===== src/rtl/id_issue_if.sv =====
// ID-stage issue handshake: operand/destination info from ID, and the
// controller's issue, hold and bypass-select decisions back to it.
interface id_issue_if #(
  parameter int unsigned RF_AW = 5
);
  logic             id_valid;
  logic [RF_AW-1:0] id_rs1_addr;
  logic             id_rs1_ren;
  logic [RF_AW-1:0] id_rs2_addr;
  logic             id_rs2_ren;
  logic [RF_AW-1:0] id_rd_addr;
  logic             id_rf_w_en;
  logic             id_is_load;
  logic             id_is_mdu;
  logic             flush;
  logic             id_ready_go;
  logic             exe_hold;
  logic [1:0]       rs1_fwd_sel;
  logic [1:0]       rs2_fwd_sel;
  logic             mdu_busy;

  modport master (
    output id_valid, id_rs1_addr, id_rs1_ren, id_rs2_addr, id_rs2_ren,
           id_rd_addr, id_rf_w_en, id_is_load, id_is_mdu, flush,
    input  id_ready_go, exe_hold, rs1_fwd_sel, rs2_fwd_sel, mdu_busy
  );

  modport slave (
    input  id_valid, id_rs1_addr, id_rs1_ren, id_rs2_addr, id_rs2_ren,
           id_rd_addr, id_rf_w_en, id_is_load, id_is_mdu, flush,
    output id_ready_go, exe_hold, rs1_fwd_sel, rs2_fwd_sel, mdu_busy
  );
endinterface


===== src/rtl/id_issue_ctrl.sv =====
// ID-stage issue/hazard controller: tracks RegFile writers in EXE/MEM/WB,
// picks bypass sources, stalls on load-use and MDU consumers, and freezes
// EXE while a multi-cycle MDU op runs.
module id_issue_ctrl #(
  parameter int unsigned RF_AW   = 5,
  parameter int unsigned MDU_LAT = 4
) (
  input  logic       clk,
  input  logic       reset,
  id_issue_if.slave  bus
);

  localparam int unsigned CW = $clog2(MDU_LAT);

  typedef struct packed {
    logic             vld;
    logic [RF_AW-1:0] rd;
    logic             wen;
    logic             ld;
    logic             mdu;
  } slot_t;

  typedef enum logic [1:0] {S_IDLE, S_RUN, S_DONE} mdu_state_t;

  slot_t      exe_q, mem_q, wb_q, id_slot;
  mdu_state_t state_q, state_nx;
  logic [CW-1:0] cnt_q, cnt_nx, cnt_dec;
  logic exe_hold_i, issue, dep_exe, stall;
  logic rs1_e, rs1_m, rs1_w, rs2_e, rs2_m, rs2_w;
  logic unused_bits;

  // ld/mdu only matter while the instruction sits in EXE
  assign unused_bits = ^{mem_q.ld, mem_q.mdu, wb_q.ld, wb_q.mdu};

  function automatic logic hit(slot_t s, logic [RF_AW-1:0] a, logic ren);
    return s.vld && s.wen && (s.rd == a) && (a != '0) && ren;
  endfunction

  // Writer matches per operand and stage, bypass selection and issue decision
  always_comb begin
    rs1_e = hit(exe_q, bus.id_rs1_addr, bus.id_rs1_ren);
    rs1_m = hit(mem_q, bus.id_rs1_addr, bus.id_rs1_ren);
    rs1_w = hit(wb_q,  bus.id_rs1_addr, bus.id_rs1_ren);
    rs2_e = hit(exe_q, bus.id_rs2_addr, bus.id_rs2_ren);
    rs2_m = hit(mem_q, bus.id_rs2_addr, bus.id_rs2_ren);
    rs2_w = hit(wb_q,  bus.id_rs2_addr, bus.id_rs2_ren);

    bus.rs1_fwd_sel = rs1_e ? 2'b01 : rs1_m ? 2'b10 : rs1_w ? 2'b11 : 2'b00;
    bus.rs2_fwd_sel = rs2_e ? 2'b01 : rs2_m ? 2'b10 : rs2_w ? 2'b11 : 2'b00;

    dep_exe = rs1_e || rs2_e;
    stall   = (dep_exe && exe_q.ld)
           || (dep_exe && exe_q.mdu && (state_q != S_DONE))
           || exe_hold_i;
    bus.id_ready_go = bus.id_valid && !stall;
    issue = bus.id_ready_go && !bus.flush && !exe_hold_i;

    id_slot     = '0;
    id_slot.vld = 1'b1;
    id_slot.rd  = bus.id_rd_addr;
    id_slot.wen = bus.id_rf_w_en;
    id_slot.ld  = bus.id_is_load;
    id_slot.mdu = bus.id_is_mdu;
  end

  // Pipeline slots advance together unless EXE is frozen by the MDU
  always_ff @(posedge clk or posedge reset) begin
    if (reset) begin
      exe_q <= '0;
      mem_q <= '0;
      wb_q  <= '0;
    end else if (!exe_hold_i) begin
      wb_q  <= mem_q;
      mem_q <= exe_q;
      exe_q <= issue ? id_slot : '0;
    end
  end

  // MDU FSM state and cycle counter
  always_ff @(posedge clk or posedge reset) begin
    if (reset) begin
      state_q <= S_IDLE;
      cnt_q   <= '0;
    end else begin
      state_q <= state_nx;
      cnt_q   <= cnt_nx;
    end
  end

  // MDU next state: an op spends one cycle in IDLE (or enters directly into
  // RUN when following another op), MDU_LAT-2 cycles in RUN, then one in DONE.
  always_comb begin
    state_nx = state_q;
    cnt_nx   = cnt_q;
    cnt_dec  = cnt_q - CW'(1);
    unique case (state_q)
      S_IDLE: begin
        if (exe_q.vld && exe_q.mdu) begin
          if (MDU_LAT > 2) begin
            state_nx = S_RUN;
            cnt_nx   = CW'(MDU_LAT - 2);
          end else begin
            state_nx = S_DONE;
          end
        end
      end
      S_RUN: begin
        cnt_nx = cnt_dec;
        if (cnt_dec == '0) state_nx = S_DONE;
      end
      S_DONE: begin
        // Back-to-back op skips the IDLE cycle, so its RUN phase is one longer
        if (issue && bus.id_is_mdu) begin
          state_nx = S_RUN;
          cnt_nx   = CW'(MDU_LAT - 1);
        end else begin
          state_nx = S_IDLE;
        end
      end
      default: state_nx = S_IDLE;
    endcase
  end

  // MDU outputs: hold EXE until the op's final (DONE) cycle
  always_comb begin
    exe_hold_i   = exe_q.vld && exe_q.mdu && (state_q != S_DONE);
    bus.exe_hold = exe_hold_i;
    bus.mdu_busy = (state_q != S_IDLE);
  end

endmodule


===== src/flat_wrapper.sv =====
// flat-port wrapper written by rule: the top's interface ports become plain ports
module id_issue_ctrl_flat 
#(
  parameter int unsigned RF_AW   = 5,
  parameter int unsigned MDU_LAT = 4
)
  (clk, reset, bus_id_valid, bus_id_rs1_addr, bus_id_rs1_ren, bus_id_rs2_addr, bus_id_rs2_ren, bus_id_rd_addr, bus_id_rf_w_en, bus_id_is_load, bus_id_is_mdu, bus_flush, bus_id_ready_go, bus_exe_hold, bus_rs1_fwd_sel, bus_rs2_fwd_sel, bus_mdu_busy);
  id_issue_if #(.RF_AW(RF_AW)) bus_i ();
  input  logic clk;
  input  logic reset;
  input wire logic [$bits(bus_i.id_valid)-1:0] bus_id_valid;
  input wire logic [$bits(bus_i.id_rs1_addr)-1:0] bus_id_rs1_addr;
  input wire logic [$bits(bus_i.id_rs1_ren)-1:0] bus_id_rs1_ren;
  input wire logic [$bits(bus_i.id_rs2_addr)-1:0] bus_id_rs2_addr;
  input wire logic [$bits(bus_i.id_rs2_ren)-1:0] bus_id_rs2_ren;
  input wire logic [$bits(bus_i.id_rd_addr)-1:0] bus_id_rd_addr;
  input wire logic [$bits(bus_i.id_rf_w_en)-1:0] bus_id_rf_w_en;
  input wire logic [$bits(bus_i.id_is_load)-1:0] bus_id_is_load;
  input wire logic [$bits(bus_i.id_is_mdu)-1:0] bus_id_is_mdu;
  input wire logic [$bits(bus_i.flush)-1:0] bus_flush;
  output wire logic [$bits(bus_i.id_ready_go)-1:0] bus_id_ready_go;
  output wire logic [$bits(bus_i.exe_hold)-1:0] bus_exe_hold;
  output wire logic [$bits(bus_i.rs1_fwd_sel)-1:0] bus_rs1_fwd_sel;
  output wire logic [$bits(bus_i.rs2_fwd_sel)-1:0] bus_rs2_fwd_sel;
  output wire logic [$bits(bus_i.mdu_busy)-1:0] bus_mdu_busy;
  assign bus_i.id_valid = bus_id_valid;
  assign bus_i.id_rs1_addr = bus_id_rs1_addr;
  assign bus_i.id_rs1_ren = bus_id_rs1_ren;
  assign bus_i.id_rs2_addr = bus_id_rs2_addr;
  assign bus_i.id_rs2_ren = bus_id_rs2_ren;
  assign bus_i.id_rd_addr = bus_id_rd_addr;
  assign bus_i.id_rf_w_en = bus_id_rf_w_en;
  assign bus_i.id_is_load = bus_id_is_load;
  assign bus_i.id_is_mdu = bus_id_is_mdu;
  assign bus_i.flush = bus_flush;
  assign bus_id_ready_go = bus_i.id_ready_go;
  assign bus_exe_hold = bus_i.exe_hold;
  assign bus_rs1_fwd_sel = bus_i.rs1_fwd_sel;
  assign bus_rs2_fwd_sel = bus_i.rs2_fwd_sel;
  assign bus_mdu_busy = bus_i.mdu_busy;
  id_issue_ctrl #(.RF_AW(RF_AW), .MDU_LAT(MDU_LAT)) u_core (.clk(clk), .reset(reset), .bus(bus_i));
endmodule

===== config.mk =====
export PLATFORM = sky130hd
export DESIGN_NAME = id_issue_ctrl_flat
export DESIGN_NICKNAME = d
export VERILOG_FILES = /design/src/rtl/id_issue_if.sv /design/src/rtl/id_issue_ctrl.sv /design/src/flat_wrapper.sv
export SDC_FILE = /design/constraint.sdc
export NUM_CORES = 1
export LEC_CHECK = 0
export CAP_MARGIN = 10
export CORE_ASPECT_RATIO = 1.4
export CORE_MARGIN = 4
export CORE_UTILIZATION = 52
export DETAILED_ROUTE_END_ITERATION = 10
export GPL_TIMING_DRIVEN = 0
export PLACE_DENSITY = 0.79
export SLEW_MARGIN = 15
export SYNTH_ARGS = -nofsm -noshare
export SYNTH_HDL_FRONTEND = slang
export SYNTH_SLANG_ARGS = --single-unit

===== constraint.sdc =====
create_clock -name clk -period 2.8 [get_ports clk]
set_clock_uncertainty 0.2 [all_clocks]
set_input_delay 0.7 -clock clk [delete_from_list [all_inputs] [get_ports clk]]
set_output_delay 0.7 -clock clk [all_outputs]
set_load 0.1 [all_outputs]

==> impl_metrics.sql, run 1 <==
INSERT INTO impl_metrics (metric_group, metric, value, unit) VALUES
('synthesis', 'synth_warnings', '0', ''),
('floorplan', 'die_height', '76.7', 'um'),
('sta', 'tightestPinTransition', '1000', 'ps'),
('setup_path', 'setup.worst_path.start_class', 'input port', ''),
('clocking', 'cts.hold.buffers_added', '0', ''),
('setup_path', 'crit-reg2reg-capture', 'u_core.exe_q[0]', ''),
('hold_path', 'worstHoldEndpoint', 'u_core.cnt_q[1]', ''),
('synthesis', 'mappedNetlistNets', '236', ''),
('global_route', 'wire_length_of_the_first_global_routing_pass', '7380', 'um'),
('setup_path', 'crit_path_max_incr_delay', '540', 'ps'),
('finish', 'final_util', '78.6', '%'),
('drt', 'drt_iter0_markers', '52', ''),
('synthesis', 'synth.ff_latch_count', '27', ''),
('outcome', 'outcome', 'finished, violations left', ''),
('synthesis', 'mappedNetlistArea', '0.00176', 'mm2'),
('setup_path', 'cp_cell_sequence', 'buf_8 > or4_4 > o21ai_4 > buf_6 > nor3_2 > nor2_2 > nor2_4 > buf_12', ''),
('sta', 'setup-violations-final', '5', ''),
('finish', 'drive_gt1_share', '29.0', '%'),
('hold_path', 'worstHoldStart', 'u_core.cnt_q[1]', ''),
('drt', 'routed_len_inst', '16.9', 'um'),
('synthesis', 'asyncSetResetFlopFracSynth', '100', '%'),
('synthesis', 'synth_area_leaders', 'sky130_fd_sc_hd__dfrtp_1 38%, sky130_fd_sc_hd__xnor2_1 13%, sky130_fd_sc_hd__nand2_1 12%, sky130_fd_sc_hd__o21ai_2 5.0%, sky130_fd_sc_hd__ha_1 3.6%', ''),
('outcome', 'violated_checks', 'setup timing', ''),
('floorplan', 'rows', '24', ''),
('drt', 'avgViaCountPerCell', '5.48', ''),
('finish', 'layout-area-overhead-vs-synth', '42.5', '%'),
('global_route', 'grt.total_usage', '21.3', '%'),
('flow_run', 'drv_cap', '0', ''),
('sta', 'final.min_clock_period', '3020', 'ps'),
('clocking', 'clk_root_buffer_cell', 'sky130_fd_sc_hd__clkbuf_8', ''),
('setup_path', 'ff2ff_setup_slack', '580', 'ps'),
('synthesis', 'synth-seq-area-share', '38.5', '%'),
('drt', 'first_pass_iters', '4', ''),
('sta', 'post-route-worst-setup-slack', '-220', 'ps'),
('synthesis', 'netlist-cell-type-count', '32', ''),
('sta', 'hold_viol', '0', ''),
('pwr', 'power_per_cell_area', '441', 'mW/mm2'),
('finish', 'diodes', '0', ''),
('setup_path', 'reg2reg_depth', '6', ''),
('global_route', 'first_global_vias', '1585', ''),
('finish', 'fin_nets', '282', ''),
('setup_path', 'path_class', 'input port to output port', ''),
('placement', 'post-place-ws', '-1780', 'ps'),
('synthesis', 'number_of_synthesized_flops_with_an_enable_pin', '0', ''),
('placement', 'port_buffers', '30', ''),
('global_route', 'grt-ovfl-total', '0', ''),
('hold_path', 'hold_path_class', 'flip-flop to flip-flop', ''),
('sta', 'timing.final.crit_share', '108', '%'),
('synthesis', 'yosys.area.top_type', 'sky130_fd_sc_hd__dfrtp_1', ''),
('clocking', 'cts_sinks', '27', ''),
('hold_path', 'whs_path_depth', '2', ''),
('setup_path', 'critPathSlowestCell', 'sky130_fd_sc_hd__or4_4', ''),
('synthesis', 'post-synth-top-area-fraction', '38.5', '%'),
('global_route', 'initial_antenna_violation_count', '0', ''),
('synthesis', 'synth-main-ff-cell', 'sky130_fd_sc_hd__dfrtp_1', ''),
('floorplan', 'io_pins', '31', ''),
('floorplan', 'dieArea', '0.00438', 'mm2'),
('pwr', 'peakVddDrop', '0.601', 'mV'),
('floorplan', 'core_box_area', '0.00318', 'mm2'),
('clocking', 'clock_transition_time_at_the_flip_flop_clock_pins_of_the_worst_setup_and_hold_paths', '90', 'ps'),
('clocking', 'count_of_h_tree_levels_built_during_cts', '1', ''),
('setup_path', 'worstPathRequired', '1900', 'ps'),
('synthesis', 'syn-instance-count', '207', ''),
('clocking', 'cts_buffer_depth', '2', ''),
('setup_path', 'end_kind', 'output port', ''),
('placement', 'place.gp.congestion', '0.858', ''),
('clocking', 'cts-buffers-inserted', '3', ''),
('floorplan', 'die-width', '57.1', 'um'),
('setup_path', 'rr_startpoint', 'u_core.exe_q[7]', ''),
('sta', 'slew_violations', '0', ''),
('drt', 'wirelength', '4910', 'um');
cells in the final DEF, fill, tap and decap left out, drive strengths merged, types with 7 or more instances in the layout:
cell type      count
nand2             57
buf               28
dfrtp             27
xnor2             26
o21ai             14
nand3             12
clkdlybuf4s50     11
clkbuf             9
inv                8
a21oi              7
nor2               7
flip-flops by register name, summed over array words and instances (netlist names):
name and cells:
u_core.mem_q 7, u_core.exe_q 9, u_core.cnt_q 2, u_core.state_q 2, u_core.wb_q 7
routing by layer:
metal,part of all wire [%],up-vias,GRT usage [%],wire length [um]
li1,-,785,-,-
met1,41,759,25.3,1990
met2,54,41,38.8,2660
met3,3.1,10,2.02,152
met4,2.2,0,7.19,106
met5,0,-,0,0
cell type report:
cell class	count	area (um2)
Buffer	5	32.5
Clock buffer	4	45.0
Fill cell	209	682
Inverter	9	33.8
Multi-Input combinational cell	164	1190
Sequential cell	27	676
Tap cell	39	48.8
Timing Repair Buffer	43	475
cell families (layout without fill, tap and decap cells):
group	count (synthesis)	in the layout	share of synthesized area, %
AND/OR/NAND/NOR	100	100	26.2
multiplexers	1	1	0.570
AO/OA/AOI/OAI	28	28	12.4
XOR/XNOR	30	30	15.0
buffers and inverters	16	61	3.85
adder cells (fa/ha/maj)	5	5	3.56
flip-flops	27	27	38.5
worst max path at each step:
stage	cells after the start	end	startpoint	slack [ps]
floorplan	6	bus_id_ready_go	bus_id_rs1_addr[4]	-360
global placement	8	bus_id_ready_go	bus_id_rs2_addr[4]	-1720
detailed placement	8	bus_id_ready_go	bus_id_rs2_addr[4]	-1780
CTS	8	bus_id_ready_go	bus_id_rs2_addr[4]	-260
global route	7	bus_id_ready_go	bus_id_rs1_addr[3]	-270
finish	8	bus_rs1_fwd_sel[1]	bus_id_rs1_addr[2]	-220
per-stage QoR:
stage               area, um2  hold WS [ps]  TNS [ps]  cells  power, mW
global route             2500           332     -1220    291       1.16
floorplan                1820           260     -1140    207      0.728
detailed placement       2170           290    -11700    276      0.837
CTS                      2390           312      -893    286       1.08
global placement         2170           282    -10800    276      0.829
finish                   2500           311     -1030    291       1.10
report_power, final:
part	internal, mW	switching [mW]	total (mW)	leakage [nW]
Clock	0.102	0.124	0.226	0.0228
Combinational	0.172	0.231	0.402	0.711
Sequential	0.429	0.0466	0.475	0.358
Total	0.703	0.401	1.10	1.09
what timing repair did:
item,CTS,global route
setup endpoints to repair,7,6
pin swaps,19,13
setup buffers,7,6
gates resized for setup,126,17
critical path: cells and delay by family:
family	cells	cell delay (ps)
AO/OA/AOI/OAI	1	180
buffers and inverters	3	420
AND/OR/NAND/NOR	4	810
cell usage after synthesis (5+ instances only):
master,n
sky130_fd_sc_hd__a21oi_1,6
sky130_fd_sc_hd__clkbuf_1,6
sky130_fd_sc_hd__dfrtp_1,27
sky130_fd_sc_hd__ha_1,5
sky130_fd_sc_hd__inv_1,9
sky130_fd_sc_hd__nand2_1,57
sky130_fd_sc_hd__nand3_1,12
sky130_fd_sc_hd__nand4_1,6
sky130_fd_sc_hd__nor2_1,7
sky130_fd_sc_hd__o21ai_2,10
sky130_fd_sc_hd__xnor2_1,26
Note: power is estimated with default switching activity, not from simulation.
==> run 2: changes to the inputs <==
--- a/config.mk
+++ b/config.mk
@@ -8,10 +8,10 @@
 export CAP_MARGIN = 10
 export CORE_ASPECT_RATIO = 1.4
 export CORE_MARGIN = 4
-export CORE_UTILIZATION = 52
+export CORE_UTILIZATION = 54
+export CTS_BUF_LIST = sky130_fd_sc_hd__clkbuf_8
 export DETAILED_ROUTE_END_ITERATION = 10
-export GPL_TIMING_DRIVEN = 0
-export PLACE_DENSITY = 0.79
+export PLACE_DENSITY = 0.82
 export SLEW_MARGIN = 15
 export SYNTH_ARGS = -nofsm -noshare
 export SYNTH_HDL_FRONTEND = slang
==> run 2 against run 1 <==
  * First-iteration DRC count rose by 3.8%
  * Final cell count is 3.1% higher
  * Non-clock buffer count increased by 9
  * Critical path depth decreased by 1
  * Sequential cell count did not move
  * Sequential power about the same
  * Final area up 0.85%
  * Maximum frequency increased by 0.13%
  * Via count rose by 1.7%
  * Register-to-register slack got worse by 60 ps
  * The run still ends with setup timing left
  * Largest cell class unchanged
  * Clock power is 6% lower
  * Count of clock-buffer cells in the layout down 1
==> impl_metrics.sql, run 2 (synthesis gave the netlist of run 1 again) <==
INSERT INTO impl_metrics (metric_group, metric, value, unit) VALUES
('setup_path', 'cp_data_arrival_time', '2120', 'ps'),
('global_route', 'grt-ovfl-total', '0', ''),
('setup_path', 'setup.worst_path.start_class', 'input port', ''),
('drt', 'vias', '1622', ''),
('setup_path', 'path_class', 'input port to output port', ''),
('setup_path', 'launch_point_of_the_critical_path', 'bus_id_rs1_addr[2]', ''),
('sta', 'max_freq', '332', 'MHz'),
('floorplan', 'die_height', '75.5', 'um'),
('hold_path', 'worstHoldStart', 'u_core.wb_q[8]', ''),
('drt', 'drt_iter0_markers', '54', ''),
('clocking', 'count_of_h_tree_levels_built_during_cts', '1', ''),
('sta', 'post-route-worst-setup-slack', '-216', 'ps'),
('sta', 'rsz0062_at_grt', 'yes', ''),
('setup_path', 'end_kind', 'output port', ''),
('finish', 'largest-register', 'u_core.exe_q', ''),
('sta', 'timing.slew.headroom', '77.2', '%'),
('clocking', 'clkLatencyLatePin', '270', 'ps'),
('outcome', 'outcome', 'finished, violations left', ''),
('floorplan', 'initial_utilization', '56.2', '%'),
('clocking', 'cts_buffer_depth', '2', ''),
('setup_path', 'timing.critical_path.buf_inv', '2', ''),
('global_route', 'grt_use_met3', '3.22', '%'),
('placement', 'post-place-ws', '-611', 'ps'),
('finish', 'drive_gt1_share', '29.1', '%'),
('flow_run', 'drv_cap', '0', ''),
('pwr', 'power.static_leakage', '1.13', 'nW'),
('global_route', 'grt_start_max_net_pins', '28', ''),
('floorplan', 'io_pins', '31', ''),
('floorplan', 'dieArea', '0.00424', 'mm2'),
('global_route', 'first_global_vias', '1641', ''),
('sta', 'hold_viol', '0', ''),
('setup_path', 'cp_cell_sequence', 'buf_8 > xnor2_4 > nand3_2 > or4_4 > a21oi_4 > nor2_4 > buf_12', ''),
('drt', 'avgViaCountPerCell', '5.41', ''),
('global_route', 'grt.total_usage', '22.7', '%'),
('clocking', 'cts.hold.buffers_added', '0', ''),
('drt', 'wirelength', '4430', 'um'),
('global_route', 'wire_length_of_the_first_global_routing_pass', '7430', 'um'),
('sta', 'final.min_clock_period', '3020', 'ps'),
('drt', 'first_pass_iters', '4', ''),
('setup_path', 'rr_startpoint', 'u_core.exe_q[5]', ''),
('setup_path', 'crit_path_max_incr_delay', '580', 'ps'),
('clocking', 'clock_transition_time_at_the_flip_flop_clock_pins_of_the_worst_setup_and_hold_paths', '90', 'ps'),
('placement', 'place.gp.congestion', '0.815', ''),
('floorplan', 'die-width', '56.2', 'um'),
('placement', 'numPlacedInstances', '294', ''),
('setup_path', 'worstPathRequired', '1900', 'ps'),
('drt', 'drc_markers', '0', ''),
('clocking', 'cts-buffers-inserted', '3', ''),
('setup_path', 'critPathSlowestCell', 'sky130_fd_sc_hd__or4_4', ''),
('finish', 'layout.cells.most_common', 'sky130_fd_sc_hd__nand2_1', ''),
('drt', 'routed_len_inst', '14.8', 'um'),
('clocking', 'cts_sinks', '27', ''),
('outcome', 'violated_checks', 'setup timing', ''),
('finish', 'diodes', '0', ''),
('sta', 'timing.final.crit_share', '108', '%'),
('setup_path', 'cpLargestDelayFamily', 'simple AND/OR/NAND/NOR gates', ''),
('placement', 'place.detailed.hpwl', '3450', 'um'),
('drt', 'ant_nets', '0', ''),
('finish', 'largest_registers', 'u_core.exe_q x9, u_core.mem_q x7, u_core.wb_q x7', ''),
('finish', 'number_of_flip_flops_under_the_largest_register_name', '9', ''),
('setup_path', 'cp_max_fo', '3', ''),
('sta', 'hold_ws', '319', 'ps'),
('sta', 'tightestPinTransition', '342', 'ps'),
('pwr', 'power_per_cell_area', '438', 'mW/mm2'),
('global_route', 'met1_usage_in_global_routing', '24.4', '%'),
('floorplan', 'rows', '24', ''),
('sta', 'setup-violations-final', '5', ''),
('sta', 'slew_violations', '0', ''),
('clocking', 'tritoncts', 'yes', ''),
('pwr', 'peakVddDrop', '0.488', 'mV'),
('floorplan', 'core_box_area', '0.00312', 'mm2'),
('hold_path', 'hold_path_class', 'flip-flop to flip-flop', ''),
('finish', 'fin_nets', '291', ''),
('finish', 'layout.cells.most_common_list', '56 x sky130_fd_sc_hd__nand2_1, 26 x sky130_fd_sc_hd__dfrtp_1, 24 x sky130_fd_sc_hd__xnor2_1, 24 x sky130_fd_sc_hd__buf_4, 11 x sky130_fd_sc_hd__clkdlybuf4s50_1', ''),
('finish', 'instances_no_fill', '300', ''),
('clocking', 'clk_root_buffer_cell', 'sky130_fd_sc_hd__clkbuf_8', ''),
('finish', 'layout-area-overhead-vs-synth', '43.7', '%'),
('placement', 'port_buffers', '30', ''),
('global_route', 'grt_use_met2', '44.0', '%'),
('global_route', 'initial_antenna_violation_count', '0', ''),
('global_route', 'highest_utilization_routing_layer_at_the_global_route_stage', 'met2', '');
run 2: final timing paths:
kind	cells past startpoint	to	slack (ps)
setup / recovery	7	bus_id_ready_go	-220
hold / removal	2	u_core.wb_q[8]	320
setup reg to reg	6	u_core.cnt_q[0]	520
hold reg to reg	2	u_core.wb_q[8]	320
max in group asynchronous	3	u_core.exe_q[5]	1530
min in group asynchronous	3	u_core.state_q[1]	580
run 2: final cells by class:
cell class	instances	area (um2)
Clock inverter	1	3.75
Sequential cell	27	677
Multi-Input combinational cell	164	1140
Fill cell	203	601
Tap cell	39	48.8
Clock buffer	3	41.3
Timing Repair Buffer	57	574
Inverter	9	33.8
run 2: power breakdown:
group	internal, mW	total [mW]	switching, mW	leakage, nW
Clock	0.0982	0.212	0.114	0.0269
Combinational	0.187	0.417	0.230	0.746
Sequential	0.429	0.476	0.0473	0.357
run 2: metrics by stage:
step                      util, %  setup TNS, ps  power (mW)  cell area [um2]
after detailed placement     76.6          -4440       0.885             2390
final                        80.8           -937        1.11             2520
after global routing         80.8          -1130        1.17             2520
after floorplan                 -          -1140       0.728             1820
after global placement       76.6          -3710       0.867             2390
after CTS                    79.2           -894        1.10             2470
run 2: worst reg2reg max path: stages, from the launching register on:
cell and delay (ps):
sky130_fd_sc_hd__dfrtp_2 490, sky130_fd_sc_hd__xnor2_4 190, sky130_fd_sc_hd__nand3_2 120, sky130_fd_sc_hd__or4_4 580
sky130_fd_sc_hd__a21oi_4 200, sky130_fd_sc_hd__buf_4 260, sky130_fd_sc_hd__o211ai_1 130
run 2: layer usage:
layer / share of wire, % / wire (um)
met5: 0 / 0
met4: 3.8 / 168
met3: 3.8 / 168
met2: 53 / 2360
met1: 39 / 1730
run 2: repair_timing:
action	CTS	global route
gates resized for setup	45	13
pin swaps	19	11
setup endpoints to repair	5	5
setup buffers	2	0
endpoints found under the hold margin	0	0
==> run 3: changes to the inputs <==
--- a/config.mk
+++ b/config.mk
@@ -8,10 +8,10 @@
 export CAP_MARGIN = 10
 export CORE_ASPECT_RATIO = 1.4
 export CORE_MARGIN = 4
-export CORE_UTILIZATION = 54
+export CORE_UTILIZATION = 59
 export CTS_BUF_LIST = sky130_fd_sc_hd__clkbuf_8
 export DETAILED_ROUTE_END_ITERATION = 10
-export PLACE_DENSITY = 0.82
+export PLACE_DENSITY = 0.88
 export SLEW_MARGIN = 15
 export SYNTH_ARGS = -nofsm -noshare
 export SYNTH_HDL_FRONTEND = slang
==> constraint.sdc (replaced) <==
create_clock -name clk -period 3.61 [get_ports clk]
set_clock_uncertainty 0.2 [all_clocks]
set_input_delay 0.9025 -clock clk [delete_from_list [all_inputs] [get_ports clk]]
set_output_delay 0.9025 -clock clk [all_outputs]
set_load 0.1 [all_outputs]
==> run 3 against run 2 <==
  * The flow still finishes with violations (setup timing)
  * Critical path type unchanged
  * Global-route usage grew 7.3 points
  * Critical endpoint unchanged
  * Sequential share of layout area up 0.84 points
  * Setup slack improved by 210 ps
  * Via count is 12% higher
  * Routed wire length up 24%
  * Power fell by 22%
  * Final area shrank 3.2%
  * Sequential power decreased by 22%
  * Count of clock-buffer cells in the layout unchanged
  * Largest cell class unchanged
  * Register-to-register slack better by 820 ps
  * Final cell count is 2.3% lower
==> impl_metrics.sql, run 3 (synthesis gave the netlist of run 1 again) <==
INSERT INTO impl_metrics (metric_group, metric, value, unit) VALUES
('clocking', 'cts-buffers-inserted', '3', ''),
('sta', 'hold_ws', '361', 'ps'),
('setup_path', 'cp_max_fo', '3', ''),
('setup_path', 'cp_data_arrival_time', '2510', 'ps'),
('pwr', 'peakVddDrop', '0.305', 'mV'),
('pwr', 'power.switching_fraction', '37.7', '%'),
('sta', 'hold_viol', '0', ''),
('drt', 'routed_len_inst', '18.8', 'um'),
('global_route', 'met1_usage_in_global_routing', '35.4', '%'),
('placement', 'place.gp.congestion', '0.902', ''),
('hold_path', 'hold_path_class', 'flip-flop to flip-flop', ''),
('setup_path', 'path_class', 'input port to output port', ''),
('sta', 'total_negative_slack_for_setup_checks', '-2.17', 'ps'),
('finish', 'layout-area-overhead-vs-synth', '39.1', '%'),
('clocking', 'tritoncts', 'yes', ''),
('pwr', 'total_switching_power', '0.324', 'mW'),
('finish', 'n_fill_cell', '153', ''),
('sta', 'post-route-worst-setup-slack', '-2.17', 'ps'),
('global_route', 'wire_length_of_the_first_global_routing_pass', '8510', 'um'),
('floorplan', 'io_pins', '31', ''),
('global_route', 'grt.total_usage', '30.0', '%'),
('finish', 'layout.cell_area.non_filler', '0.00244', 'mm2'),
('clocking', 'count_of_h_tree_levels_built_during_cts', '1', ''),
('placement', 'place.detailed.hpwl', '3380', 'um'),
('finish', 'layout.area.seq', '676', 'um2'),
('clocking', 'clock_transition_time_at_the_flip_flop_clock_pins_of_the_worst_setup_and_hold_paths', '100', 'ps'),
('setup_path', 'reg2reg_depth', '6', ''),
('flow_run', 'drv_cap', '0', ''),
('drt', 'wirelength', '5520', 'um'),
('sta', 'tightestPinTransition', '624', 'ps'),
('global_route', 'grt_use_met2', '49.9', '%'),
('setup_path', 'worstPathRequired', '2510', 'ps'),
('placement', 'numPlacedInstances', '288', ''),
('pwr', 'p_clk_share', '20.5', '%'),
('sta', 'timing.slew.headroom', '58.0', '%'),
('floorplan', 'die-width', '54.1', 'um'),
('finish', 'largest-register', 'u_core.exe_q', ''),
('floorplan', 'die_height', '72.5', 'um'),
('clocking', 'clkLatencyLatePin', '280', 'ps'),
('sta', 'setup-violations-final', '1', ''),
('clocking', 'clk_root_buffer_cell', 'sky130_fd_sc_hd__clkbuf_8', ''),
('setup_path', 'end_kind', 'output port', ''),
('floorplan', 'dieArea', '0.00392', 'mm2'),
('finish', 'diodes', '0', ''),
('global_route', 'grt_use_met3', '4.31', '%'),
('global_route', 'initial_antenna_violation_count', '0', ''),
('hold_path', 'whs_path_depth', '2', ''),
('finish', 'drive_gt1_share', '25.0', '%'),
('drt', 'avgViaCountPerCell', '6.17', ''),
('placement', 'placed_cell_area', '0.00231', 'mm2'),
('drt', 'ant_nets', '0', ''),
('finish', 'multi_input_comb_area', '0.00113', 'mm2'),
('floorplan', 'initial_utilization', '61.6', '%'),
('finish', 'instances_no_fill', '293', ''),
('sta', 'max_freq', '277', 'MHz'),
('clocking', 'cts_sinks', '27', ''),
('outcome', 'outcome', 'finished, violations left', ''),
('floorplan', 'core_box_area', '0.00285', 'mm2'),
('sta', 'rsz0062_at_grt', 'yes', ''),
('global_route', 'first_global_vias', '1816', ''),
('pwr', 'comb_power_share', '36.1', '%'),
('global_route', 'grt-ovfl-total', '0', ''),
('finish', 'largest_registers', 'u_core.exe_q x9, u_core.mem_q x7, u_core.wb_q x7', ''),
('finish', 'layout.cells.most_common', 'sky130_fd_sc_hd__nand2_1', ''),
('sta', 'final.min_clock_period', '3610', 'ps'),
('outcome', 'violated_checks', 'setup timing', ''),
('finish', 'fin_nets', '286', ''),
('drt', 'first_pass_iters', '4', ''),
('global_route', 'grt_start_max_net_pins', '28', ''),
('global_route', 'highest_utilization_routing_layer_at_the_global_route_stage', 'met2', ''),
('finish', 'number_of_flip_flops_under_the_largest_register_name', '9', ''),
('sta', 'slew_violations', '0', ''),
('floorplan', 'rows', '23', ''),
('placement', 'port_buffers', '30', ''),
('drt', 'vias', '1809', ''),
('drt', 'drc_markers', '0', ''),
('pwr', 'power_per_cell_area', '352', 'mW/mm2'),
('sta', 'timing.final.crit_share', '100', '%'),
('drt', 'drt_iter0_markers', '130', ''),
('clocking', 'cts_buffer_depth', '2', ''),
('finish', 'layout.cells.most_common_list', '56 x sky130_fd_sc_hd__nand2_1, 27 x sky130_fd_sc_hd__dfrtp_1, 25 x sky130_fd_sc_hd__xnor2_1, 22 x sky130_fd_sc_hd__buf_4, 13 x sky130_fd_sc_hd__clkdlybuf4s50_1', ''),
('setup_path', 'setup.worst_path.start_class', 'input port', ''),
('pwr', 'internal_power', '0.535', 'mW'),
('pwr', 'proportion_of_power_drawn_by_flip_flops_and_latches', '43.4', '%'),
('pwr', 'power.static_leakage', '1.09', 'nW');
[run 3: changes by cell type in the layout (fill, tap and decap cells not counted), moves of 2 or more]
cell                              change
sky130_fd_sc_hd__clkdlybuf4s50_1      +2
sky130_fd_sc_hd__buf_6                -5
sky130_fd_sc_hd__buf_4                -2
sky130_fd_sc_hd__buf_2                -3
sky130_fd_sc_hd__dlygate4sd2_1        +7
[run 3: timing repair]
item	CTS	global route
buffers inserted	1	0
pin swaps	16	10
hold buffers	0	0
setup endpoints to repair	5	5
endpoints found under the hold margin	0	0
resized for setup	20	12
[run 3: metal layers]
| metal | vias to the layer above | routed length (um) |
|---|---|---|
| li1 | 797 | - |
| met1 | 873 | 1960 |
| met2 | 103 | 2860 |
| met3 | 36 | 342 |
| met4 | 0 | 357 |
| met5 | - | 0 |
[run 3: path summary, 6_finish.rpt]
| check | slack, ps | from | end |
|---|---|---|---|
| max in group asynchronous | 2140 | reset | u_core.wb_q[7] |
| min in group asynchronous | 790 | reset | u_core.mem_q[2] |
| setup / recovery | -2 | bus_id_rs1_addr[4] | bus_id_ready_go |
| hold reg to reg | 360 | u_core.wb_q[8] | u_core.wb_q[8] |
| hold / removal | 360 | u_core.wb_q[8] | u_core.wb_q[8] |
| setup reg to reg | 1340 | u_core.exe_q[7] | u_core.cnt_q[0] |
[run 3: final cells by class]
cell class              instances  area share, %
repair buffers                 52           21.0
flip-flops and latches         27           27.7
well taps                      37           1.90
inverters                       9           1.38
clock buffers                   3           1.69
clock inverters                 1          0.205
multi-input cells             164           46.2
[run 3: per-stage QoR]
step / utilization [%] / total power, mW / setup slack, ps
floorplan: - / 0.563 / -218
global placement: 81.2 / 0.653 / -231
detailed placement: 81.2 / 0.667 / -267
CTS: 84.1 / 0.840 / 27.7
global route: 85.7 / 0.900 / -103
finish: 85.7 / 0.859 / -2.17
[run 3: worst max-delay path, cell delays in order]
cell,delay (ps)
sky130_fd_sc_hd__dlygate4sd2_1,300
sky130_fd_sc_hd__xnor2_1,190
sky130_fd_sc_hd__nand2_1,130
sky130_fd_sc_hd__or4_4,580
sky130_fd_sc_hd__a21oi_4,200
sky130_fd_sc_hd__nor2_4,50
sky130_fd_sc_hd__buf_12,160
[run 3: power groups by stage]
stage	Combinational (mW)	Sequential, mW	Clock, mW
finish	0.310	0.373	0.176
global route	0.335	0.374	0.191
CTS	0.298	0.369	0.173
detailed placement	0.293	0.374	0
global placement	0.281	0.372	0
floorplan	0.200	0.363	0
